## config.mk

```make
export PLATFORM = sky130hd
export DESIGN_NAME = mtr_duty_shaper
export DESIGN_NICKNAME = d
export VERILOG_FILES = /design/src/rtl/mtr_pkg.sv /design/src/rtl/pwm_period_tmr.sv /design/src/rtl/mtr_duty_shaper.sv
export SDC_FILE = /design/constraint.sdc
export NUM_CORES = 1
export LEC_CHECK = 0
export CORE_ASPECT_RATIO = 0.75
export CORE_MARGIN = 2
export CORE_UTILIZATION = 43
export CTS_CLUSTER_SIZE = 14
export DETAILED_ROUTE_END_ITERATION = 12
export GPL_TIMING_DRIVEN = 0
export SYNTH_ARGS = -nofsm -noshare
export SYNTH_HDL_FRONTEND = slang
export SYNTH_SLANG_ARGS = --single-unit
```

## constraint.sdc

```tcl
create_clock -name clk -period 4.4 [get_ports clk]
set_clock_uncertainty 0.1 [all_clocks]
set_input_delay 0.88 -clock clk [delete_from_list [all_inputs] [get_ports clk]]
set_output_delay 0.88 -clock clk [all_outputs]
set_load 0.03 [all_outputs]
```

## src/rtl/mtr_pkg.sv

```systemverilog
// Shared definitions for the motor duty shaper and the PWM stage it feeds.
// Holds the PWM word width, the mid-scale duty, the mode enum and the slew helper.
package mtr_pkg;

  localparam int PWM_W = 11;
  localparam logic [PWM_W-1:0] DUTY_MID = 11'h400;

  typedef enum logic [1:0] {
    DISABLED = 2'd0,
    TRACK    = 2'd1,
    BRAKE    = 2'd2
  } shaper_state_e;

  // Moves cur toward target by at most step; snaps onto target once within reach.
  function automatic logic [PWM_W-1:0] slew_toward(
    input logic [PWM_W-1:0] cur,
    input logic [PWM_W-1:0] target,
    input logic [PWM_W-1:0] step
  );
    logic signed [PWM_W:0] diff;
    logic signed [PWM_W:0] step_s;
    logic [PWM_W-1:0]      nxt;
    diff   = $signed({1'b0, target}) - $signed({1'b0, cur});
    step_s = $signed({1'b0, step});
    if (diff > step_s) begin
      nxt = cur + step;
    end else if (diff < -step_s) begin
      nxt = cur - step;
    end else begin
      nxt = target;
    end
    return nxt;
  endfunction

endpackage

```

## src/rtl/pwm_period_tmr.sv

```systemverilog
// Free-running PWM period counter; flags the last cycle of each period.
// Kept separate so the PWM stage can share the exact same period alignment.
module pwm_period_tmr
  import mtr_pkg::*;
(
  input  logic             clk,
  input  logic             rst_n,
  output logic [PWM_W-1:0] cnt,
  output logic             boundary
);

  logic [PWM_W-1:0] cnt_q;
  logic [PWM_W-1:0] cnt_d;

  always_comb begin
    cnt_d = cnt_q + 1'b1;
  end

  always_ff @(posedge clk or negedge rst_n) begin
    if (!rst_n) begin
      cnt_q <= '0;
    end else begin
      cnt_q <= cnt_d;
    end
  end

  assign cnt      = cnt_q;
  assign boundary = &cnt_q;

endmodule

```

## src/rtl/mtr_duty_shaper.sv

```systemverilog
// Turns a signed speed command into a slew-limited PWM duty word.
// Duty only moves on the period wrap so the PWM comparator never sees a mid-period change.
module mtr_duty_shaper
  import mtr_pkg::*;
#(
  parameter int unsigned SLEW_STEP  = 16,
  parameter int unsigned BRAKE_STEP = 128,
  parameter int unsigned DUTY_MIN   = 32,
  parameter int unsigned DUTY_MAX   = 2015
) (
  input  logic                clk,
  input  logic                rst_n,
  input  logic signed [11:0]  spd_cmd,
  input  logic                cmd_vld,
  input  logic                enable,
  input  logic                brake,
  output logic [PWM_W-1:0]    duty,
  output logic                upd,
  output logic                at_tgt
);

  localparam logic [PWM_W-1:0]  SLEW_W  = PWM_W'(SLEW_STEP);
  localparam logic [PWM_W-1:0]  BRAKE_W = PWM_W'(BRAKE_STEP);
  localparam logic [PWM_W-1:0]  MIN_W   = PWM_W'(DUTY_MIN);
  localparam logic [PWM_W-1:0]  MAX_W   = PWM_W'(DUTY_MAX);
  localparam logic signed [11:0] MIN_S  = 12'(DUTY_MIN);
  localparam logic signed [11:0] MAX_S  = 12'(DUTY_MAX);

  shaper_state_e    state_q, state_d;
  logic [PWM_W-1:0] tgt_q, tgt_d;
  logic [PWM_W-1:0] duty_q, duty_d;
  logic             upd_q, upd_d;
  logic             at_tgt_q, at_tgt_d;

  logic [PWM_W-1:0] period_cnt;
  logic             boundary;
  logic             unused_period_cnt;

  logic signed [11:0] tgt_sum;
  logic [PWM_W-1:0]   tgt_clamped;
  logic [PWM_W-1:0]   active_tgt;

  pwm_period_tmr u_tmr (
    .clk      (clk),
    .rst_n    (rst_n),
    .cnt      (period_cnt),
    .boundary (boundary)
  );

  // The counter value itself is only consumed by the PWM stage.
  assign unused_period_cnt = ^period_cnt;

  // Mid-scale plus half the command always lands in 0..2047, so the sum cannot overflow.
  always_comb begin
    tgt_sum     = $signed({1'b0, DUTY_MID}) + (spd_cmd >>> 1);
    tgt_clamped = tgt_sum[PWM_W-1:0];
    if (tgt_sum < MIN_S) begin
      tgt_clamped = MIN_W;
    end else if (tgt_sum > MAX_S) begin
      tgt_clamped = MAX_W;
    end
  end

  always_comb begin
    state_d = TRACK;
    if (!enable) begin
      state_d = DISABLED;
    end else if (brake) begin
      state_d = BRAKE;
    end

    tgt_d = tgt_q;
    if (cmd_vld) begin
      tgt_d = tgt_clamped;
    end

    // Stepping uses the state and target held before the boundary cycle.
    duty_d = duty_q;
    if (boundary) begin
      unique case (state_q)
        DISABLED: duty_d = DUTY_MID;
        TRACK:    duty_d = slew_toward(duty_q, tgt_q, SLEW_W);
        BRAKE:    duty_d = slew_toward(duty_q, DUTY_MID, BRAKE_W);
        default:  duty_d = DUTY_MID;
      endcase
    end

    upd_d = boundary && (duty_d != duty_q);

    active_tgt = (state_d == TRACK) ? tgt_d : DUTY_MID;
    at_tgt_d   = (duty_d == active_tgt);
  end

  always_ff @(posedge clk or negedge rst_n) begin
    if (!rst_n) begin
      state_q  <= DISABLED;
      tgt_q    <= DUTY_MID;
      duty_q   <= DUTY_MID;
      upd_q    <= 1'b0;
      at_tgt_q <= 1'b1;
    end else begin
      state_q  <= state_d;
      tgt_q    <= tgt_d;
      duty_q   <= duty_d;
      upd_q    <= upd_d;
      at_tgt_q <= at_tgt_d;
    end
  end

  assign duty   = duty_q;
  assign upd    = upd_q;
  assign at_tgt = at_tgt_q;

endmodule

```

After elaboration in Yosys (flattened, before gate mapping)

Index checks and enable logic that the tools add are counted.

Bits in registers: 37
Output and inout bits: 13
Input bits: 17

Reductions and logical operators: 2
Add/sub/neg operators: 8
Eq/ne operators: 5
Order comparisons: 6
Mux-type cells: 12

Operators by type and width:

| kind                                                                           | number |
|---|---|
| 11-bit two-way mux                                                             | 9 |
| 11-bit case mux with 2 select lines                                            | 1 |
| 12-bit by 11-bit adder with 12-bit output (first input constant)               | 1 |
| 12-bit > comparator (second input constant)                                    | 1 |
| 12-bit by 6-bit > comparator with 1-bit output (second input constant)         | 1 |
| 12-bit by 9-bit > comparator with 1-bit output (second input constant)         | 1 |
| 12-bit by 5-bit less-than comparator with 1-bit output (second input constant) | 1 |
| 12-bit by 7-bit less-than comparator with 1-bit output (second input constant) | 1 |
| 12-bit by 8-bit less-than comparator with 1-bit output (second input constant) | 1 |
| 11-bit by 11-bit subtractor with 12-bit output                                 | 1 |
| 11-bit by 11-bit subtractor with 12-bit output (first input constant)          | 1 |
| 11-bit by 1-bit adder with 11-bit output (second input constant)               | 1 |
| 11-bit by 5-bit adder with 11-bit output (second input constant)               | 1 |
| 11-bit by 8-bit adder with 11-bit output (second input constant)               | 1 |
| 11-bit equality test                                                           | 1 |
| 11-bit != test                                                                 | 1 |
| 11-bit AND reduction                                                           | 1 |
| 11-bit by 5-bit subtractor with 11-bit output (second input constant)          | 1 |
| 11-bit by 8-bit subtractor with 11-bit output (second input constant)          | 1 |
| 2-bit by 1-bit equality test with 1-bit output (second input constant)         | 2 |
| 2-bit two-way mux                                                              | 2 |
| 2-bit equality test (second input constant)                                    | 1 |
| 1-bit logical AND                                                              | 1 |

Longest topological paths before layout

Depth after elaboration: 8
Mapped depth: 16
Gate-level depth less buffers: 16

Modules after synthesis

From an unflattened synthesis, not the netlist that was laid out.

Cell total of the unflattened synthesis: 469
Area, all modules: 3848.7 um^2

Modules (own cells, without submodules):

| module          | area each (um^2) | sequential area each (um^2) | cells an instance | times used |
|---|---|---|---|---|
| mtr_duty_shaper | 3395.8           | 654.4                       | 434               | 1 |
| pwm_period_tmr  | 452.9            | 275.3                       | 35                | 1 |

Worst setup path before layout

Ideal clock, no wire load.

Path type: reg-to-reg
Start: register duty_q[8] (netlist: duty[8])
End: register at_tgt_q (netlist: at_tgt)
Setup slack: -0.047 ns
Data arrival time: 4.257 ns
Cell stages (with the launch flop): 15
Cell sequence: dfrtp_1 -> clkbuf_1 -> clkinv_1 -> ha_1 -> a21o_1 -> a22o_1 -> a221o_1 -> or3_1 -> or4_4 -> a31o_2 -> a32oi_2 -> mux2_1 -> nor3b_1 -> o32ai_1 -> nor4_2

Longest elaborated chain between the ends: 7
Elaborated cells on any way between the ends: 17

Ends and longest elaborated chain:

| element                                                                                                                                 | line                   | RTL |
|---|---|---|
| start: declaration                                                                                                                      | mtr_duty_shaper.sv:31  | `logic [PWM_W-1:0] duty_q, duty_d;` |
| start signal: assignment                                                                                                                | mtr_duty_shaper.sv:104 | `duty_q <= duty_d;` |
| 11-bit by 11-bit subtractor with 12-bit output                                                                                          | mtr_pkg.sv:23          | `diff = $signed({1'b0, target}) - $signed({1'b0, cur});` |
| 12-bit by 8-bit less-than comparator with 1-bit output / 12-bit by 5-bit less-than comparator with 1-bit output (equally long branches) | mtr_pkg.sv:27          | `end else if (diff < -step_s) begin` |
| 11-bit two-way mux                                                                                                                      | mtr_pkg.sv:27          |  |
| 11-bit two-way mux                                                                                                                      | mtr_pkg.sv:25          | `if (diff > step_s) begin` |
| 11-bit case mux with 2 select lines                                                                                                     | mtr_duty_shaper.sv:80  | `unique case (state_q)` |
| 11-bit two-way mux (*)                                                                                                                  | mtr_duty_shaper.sv:79  | `if (boundary) begin` |
| 11-bit equality test (*)                                                                                                                | mtr_duty_shaper.sv:91  | `at_tgt_d = (duty_d == active_tgt);` |
| via at_tgt_d                                                                                                                            | mtr_duty_shaper.sv:33  | `logic at_tgt_q, at_tgt_d;` |
| end signal: assignment                                                                                                                  | mtr_duty_shaper.sv:106 | `at_tgt_q <= at_tgt_d;` |
| end: declaration                                                                                                                        | mtr_duty_shaper.sv:33  |  |

Mark *: on every way through the listed nets, which the timed path passes. The rest lies on a longest branch.

Worst setup path after layout

Start: register tgt_q[0]
End: register at_tgt_q (netlist: at_tgt)

Longest elaborated chain between the ends: 7
Elaborated cells on any way between the ends: 10

Ends and longest elaborated chain:

| element                                                | line                   | RTL |
|---|---|---|
| start: declaration                                     | mtr_duty_shaper.sv:30  | `logic [PWM_W-1:0] tgt_q, tgt_d;` |
| start signal: assignment                               | mtr_duty_shaper.sv:103 | `tgt_q <= tgt_d;` |
| 11-bit by 11-bit subtractor with 12-bit output         | mtr_pkg.sv:23          |  |
| 12-bit by 5-bit less-than comparator with 1-bit output | mtr_pkg.sv:27          |  |
| 11-bit two-way mux                                     | mtr_pkg.sv:27          |  |
| 11-bit two-way mux                                     | mtr_pkg.sv:25          |  |
| 11-bit case mux with 2 select lines                    | mtr_duty_shaper.sv:80  |  |
| 11-bit two-way mux                                     | mtr_duty_shaper.sv:79  |  |
| 11-bit equality test (*)                               | mtr_duty_shaper.sv:91  |  |
| via at_tgt_d                                           | mtr_duty_shaper.sv:33  |  |

Marks and branches as above.

==> results.md <==
### Outcome
- finished, final reports clean — run status

### Route
- 17.72 um — average routed wire per standard cell
- 3485 — Via Count
- 266 — First DRT Iteration DRCs
- 5 — total iterations of the first detailed-routing run
- 10.10 mm — drt total wl
- 6.114 — via-per-instance ratio
- 0 — Antenna Nets Post-Route
- 0 — DRC violations left

### Timing
- 1.030 ns — actual slew at the worst max-slew pin
- 4.367 ns — final critical-path required period
- 0 — final setup vio count
- 0 — number of max-slew violations in the final report
- 229.0 MHz — fmax
- 99.25% — final clock period utilization by the worst path
- 30.69% — Worst slew margin
- 0.03315 ns — worst-case setup margin in the final layout
- 0 — Hold Violations, Final

### CTS
- 5 — number of CTS-inserted buffers
- 2 — buffers from clock root to sink, at most
- clkbuf_8 — clock root buffer master
- 0.08 ns — clock input transition at the sequential cells of the worst setup and hold paths
- 37 — TritonCTS sink count
- done — CTS tree
- 0.29 ns — insertion delay of the later-clocked pin in the worst-skew pair
- 2 — number of levels the H-tree was split into
- 0 — quantity of hold-fixing buffers added after cts

### Synth
- 417 — count of mapped cells out of synthesis
- 100.0% — share of async-settable or async-resettable flops after synthesis
- 37 — synthesized flop and latch total
- 0 — Synthesis Warnings
- 26.62% — register area share after synthesis
- 8.374 sq um — average cell area after synthesis
- 3492 sq um — Netlist Area Pre-Place
- 455 — post-synthesis net count
- 76 — count of distinct cell types in the synthesized netlist
- 0 — EDFF count, synth
- dfrtp_1 — Synth Flop Type

### Final layout
- 502 — net count reported at finish
- 19.35% — share of layout cells above drive strength 1
- 4343 sq um — Non-Filler Cell Area, Final
- 24.36% — Layout area overhead
- 0 — Antenna diodes
- 753 — count of filler cells inserted in the layout

### Critical path
- nor4_2 — Most common cell on crit path
- 4.50 ns — Req. time, crit path
- simple AND/OR/NAND/NOR gates — kind of cell adding the most delay to the critical path
- reg2reg — kind of critical path
- 2 — number of buffer and inverter instances along the worst setup path
- inv_2, ha_4, inv_1, fa_2, or3b_2, nor4_2, or4_1, o2111ai_2, or4_4, a31o_4, a32oi_4, mux2_4, o22ai_1, a21oi_1, nor4_2 — critical-path cell list
- 4.47 ns — critical path arrival
- register — Worst Setup End Kind
- 4 — worst-path maximum fanout
- 0.61 ns — CP peak stage delay
- or4_4 — Slowest-stage cell, CP
- register — critical path startpoint category

### Die
- 44.30% — initial core utilization
- 108.1 um — chip width
- 7883 sq um — CORE AREA
- 8866 sq um — total die area
- 28 — row cnt
- 30 — IO Pins
- 82.05 um — die height

### Worst hold path
- reg2reg — kind of path behind the tightest hold check

### GRT
- 16.02 mm — first-pass GRT wire length
- 0 — number of antenna violations at the first check in global routing
- 3077 — number of global-route vias before repair
- 38 — maximum number of pins on one net before global-route repair
- 23.14% — GRT Total Usage
- 0 — global-route congestion overflow total

### Power and ir drop
- 1.781 nW — Leakage Power
- 230.0 nW/um^2 — power density relative to cell area
- 0.1752 mV — Max VDD drop
- 0.9987 mW — Design Power

### Place
- -0.6222 ns — minimum setup slack after placement
- 3894 sq um — post-detailed-placement cell area
- 7.608 mm — HPWL reported at the end of detailed placement
- 27 — number of port buffers
- 0.8763 — final estimated routing congestion in global placement

### Run
- 0 — max_cap viols

==> cell usage in the layout, fill, tap and decap left out, types with 6 or more instances in the layout <==
cell type / instances
clkdlybuf4s50_1: 26
xor2_1: 6
nor4_1: 6
buf_4: 19
o21a_1: 6
nand3_1: 19
dfrtp_2: 7
ha_1: 14
o21ai_0: 19
nor2_1: 20
and3_1: 10
dfrtp_1: 27
xnor2_1: 18
inv_1: 33
nand2_1: 28
nor3_1: 7
mux2i_1: 8
a21oi_1: 17
o211ai_1: 11
==> report_power, final <==
part	total (mW)	internal [mW]	switching, mW
Clock	0.364	0.228	0.136
Combinational	0.263	0.113	0.150
Sequential	0.372	0.352	0.0197
Total	0.999	0.693	0.306
==> worst reg2reg max path, delay by kind of cell (launching register included) <==
family,cells,cell delay (ns)
buf+inv,2,0.15
fa+ha+maj,2,0.59
compound gates,5,0.94
flops,1,0.39
mux,1,0.34
simple gates,5,1.79
==> cell families (layout without fill, tap and decap cells) <==
group | Yosys count | in the layout | share of synthesized area (%)
AND/OR/NAND/NOR | 140 | 140 | 22.11
AO/OA/AOI/OAI | 129 | 129 | 27.63
buffers and inverters | 52 | 100 | 5.661
flip-flops | 37 | 37 | 26.62
XOR/XNOR | 24 | 24 | 6.019
adder cells (fa/ha/maj) | 21 | 21 | 7.739
multiplexers | 14 | 14 | 4.228
==> state kept, by name, indices dropped and copies added, names as in the netlist <==
signal,flops
at_tgt,1
duty,11
state_q,2
tgt_q,11
u_tmr.cnt,11
upd,1
==> through the flow <==
| stage | hold slack [ns] | std cells | utilization, % | TNS, ns |
|---|---|---|---|---|
| 6_report | 0.3817 | 570 | 55.10 | 0 |
| 5_1_grt | 0.3980 | 570 | 55.10 | -0.1058 |
| 4_1_cts | 0.3798 | 556 | 52.37 | 0 |
| 3_5_place_dp | 0.3630 | 549 | 49.40 | -1.421 |
| 3_3_place_gp | 0.3590 | 549 | 49.46 | -1.285 |
| 2_1_floorplan | 0.3380 | 417 | - | 0 |
==> synthesized netlist by cell type (all sizes together), types with 10 or more instances <==
cell type | instances | area share, %
inv | 35 | 3.8
dfrtp | 34 | 24
nand2 | 29 | 3.2
o21ai | 22 | 3.2
a21oi | 21 | 3.1
nand3 | 21 | 3.2
ha | 20 | 7.2
nor2 | 20 | 2.1
xnor2 | 18 | 4.5
clkbuf | 11 | 1.2
o211ai | 11 | 2.4
and3 | 10 | 1.8
==> path summary, 6_finish.rpt <==
check	start	end	slack, ns	cells after the start
worst min-delay path	u_tmr.cnt[4]	u_tmr.cnt[4]	0.38	1
min in group asynchronous	rst_n	duty[9]	0.57	1
worst max-delay path	tgt_q[0]	at_tgt	0.03	15
worst max register to register	tgt_q[0]	at_tgt	0.03	15
max in group asynchronous	rst_n	duty[0]	3.03	1
worst min register to register	u_tmr.cnt[4]	u_tmr.cnt[4]	0.38	1
==> cell type report <==
type / instances / area [sq um] / area share, %
Multi-Input combinational cell: 328 / 2549 / 58.69
Sequential cell: 37 / 938.4 / 21.61
Timing Repair Buffer: 45 / 400.4 / 9.219
Inverter: 38 / 146.4 / 3.371
Tap cell: 105 / 131.4 / 3.025
Clock buffer: 5 / 68.82 / 1.585
Clock inverter: 3 / 68.82 / 1.585
Buffer: 9 / 40.04 / 0.9219
==> layer usage <==
layer / vias to the layer above / share of wire (%) / global-route usage (%)
met5: - / 0 / 0
met4: 0 / 1.8 / 6.538
met3: 18 / 7.0 / 3.651
met2: 141 / 42 / 33.21
met1: 1657 / 50 / 35.45
li1: 1669 / - / -
==> what timing repair did <==
action	in CTS	in global routing
buffers inserted	4	14
pin swaps	4	10
setup endpoints to repair	6	2
cloned	0	0
resized for setup	19	28
Note: power is estimated with default switching activity, not from simulation.
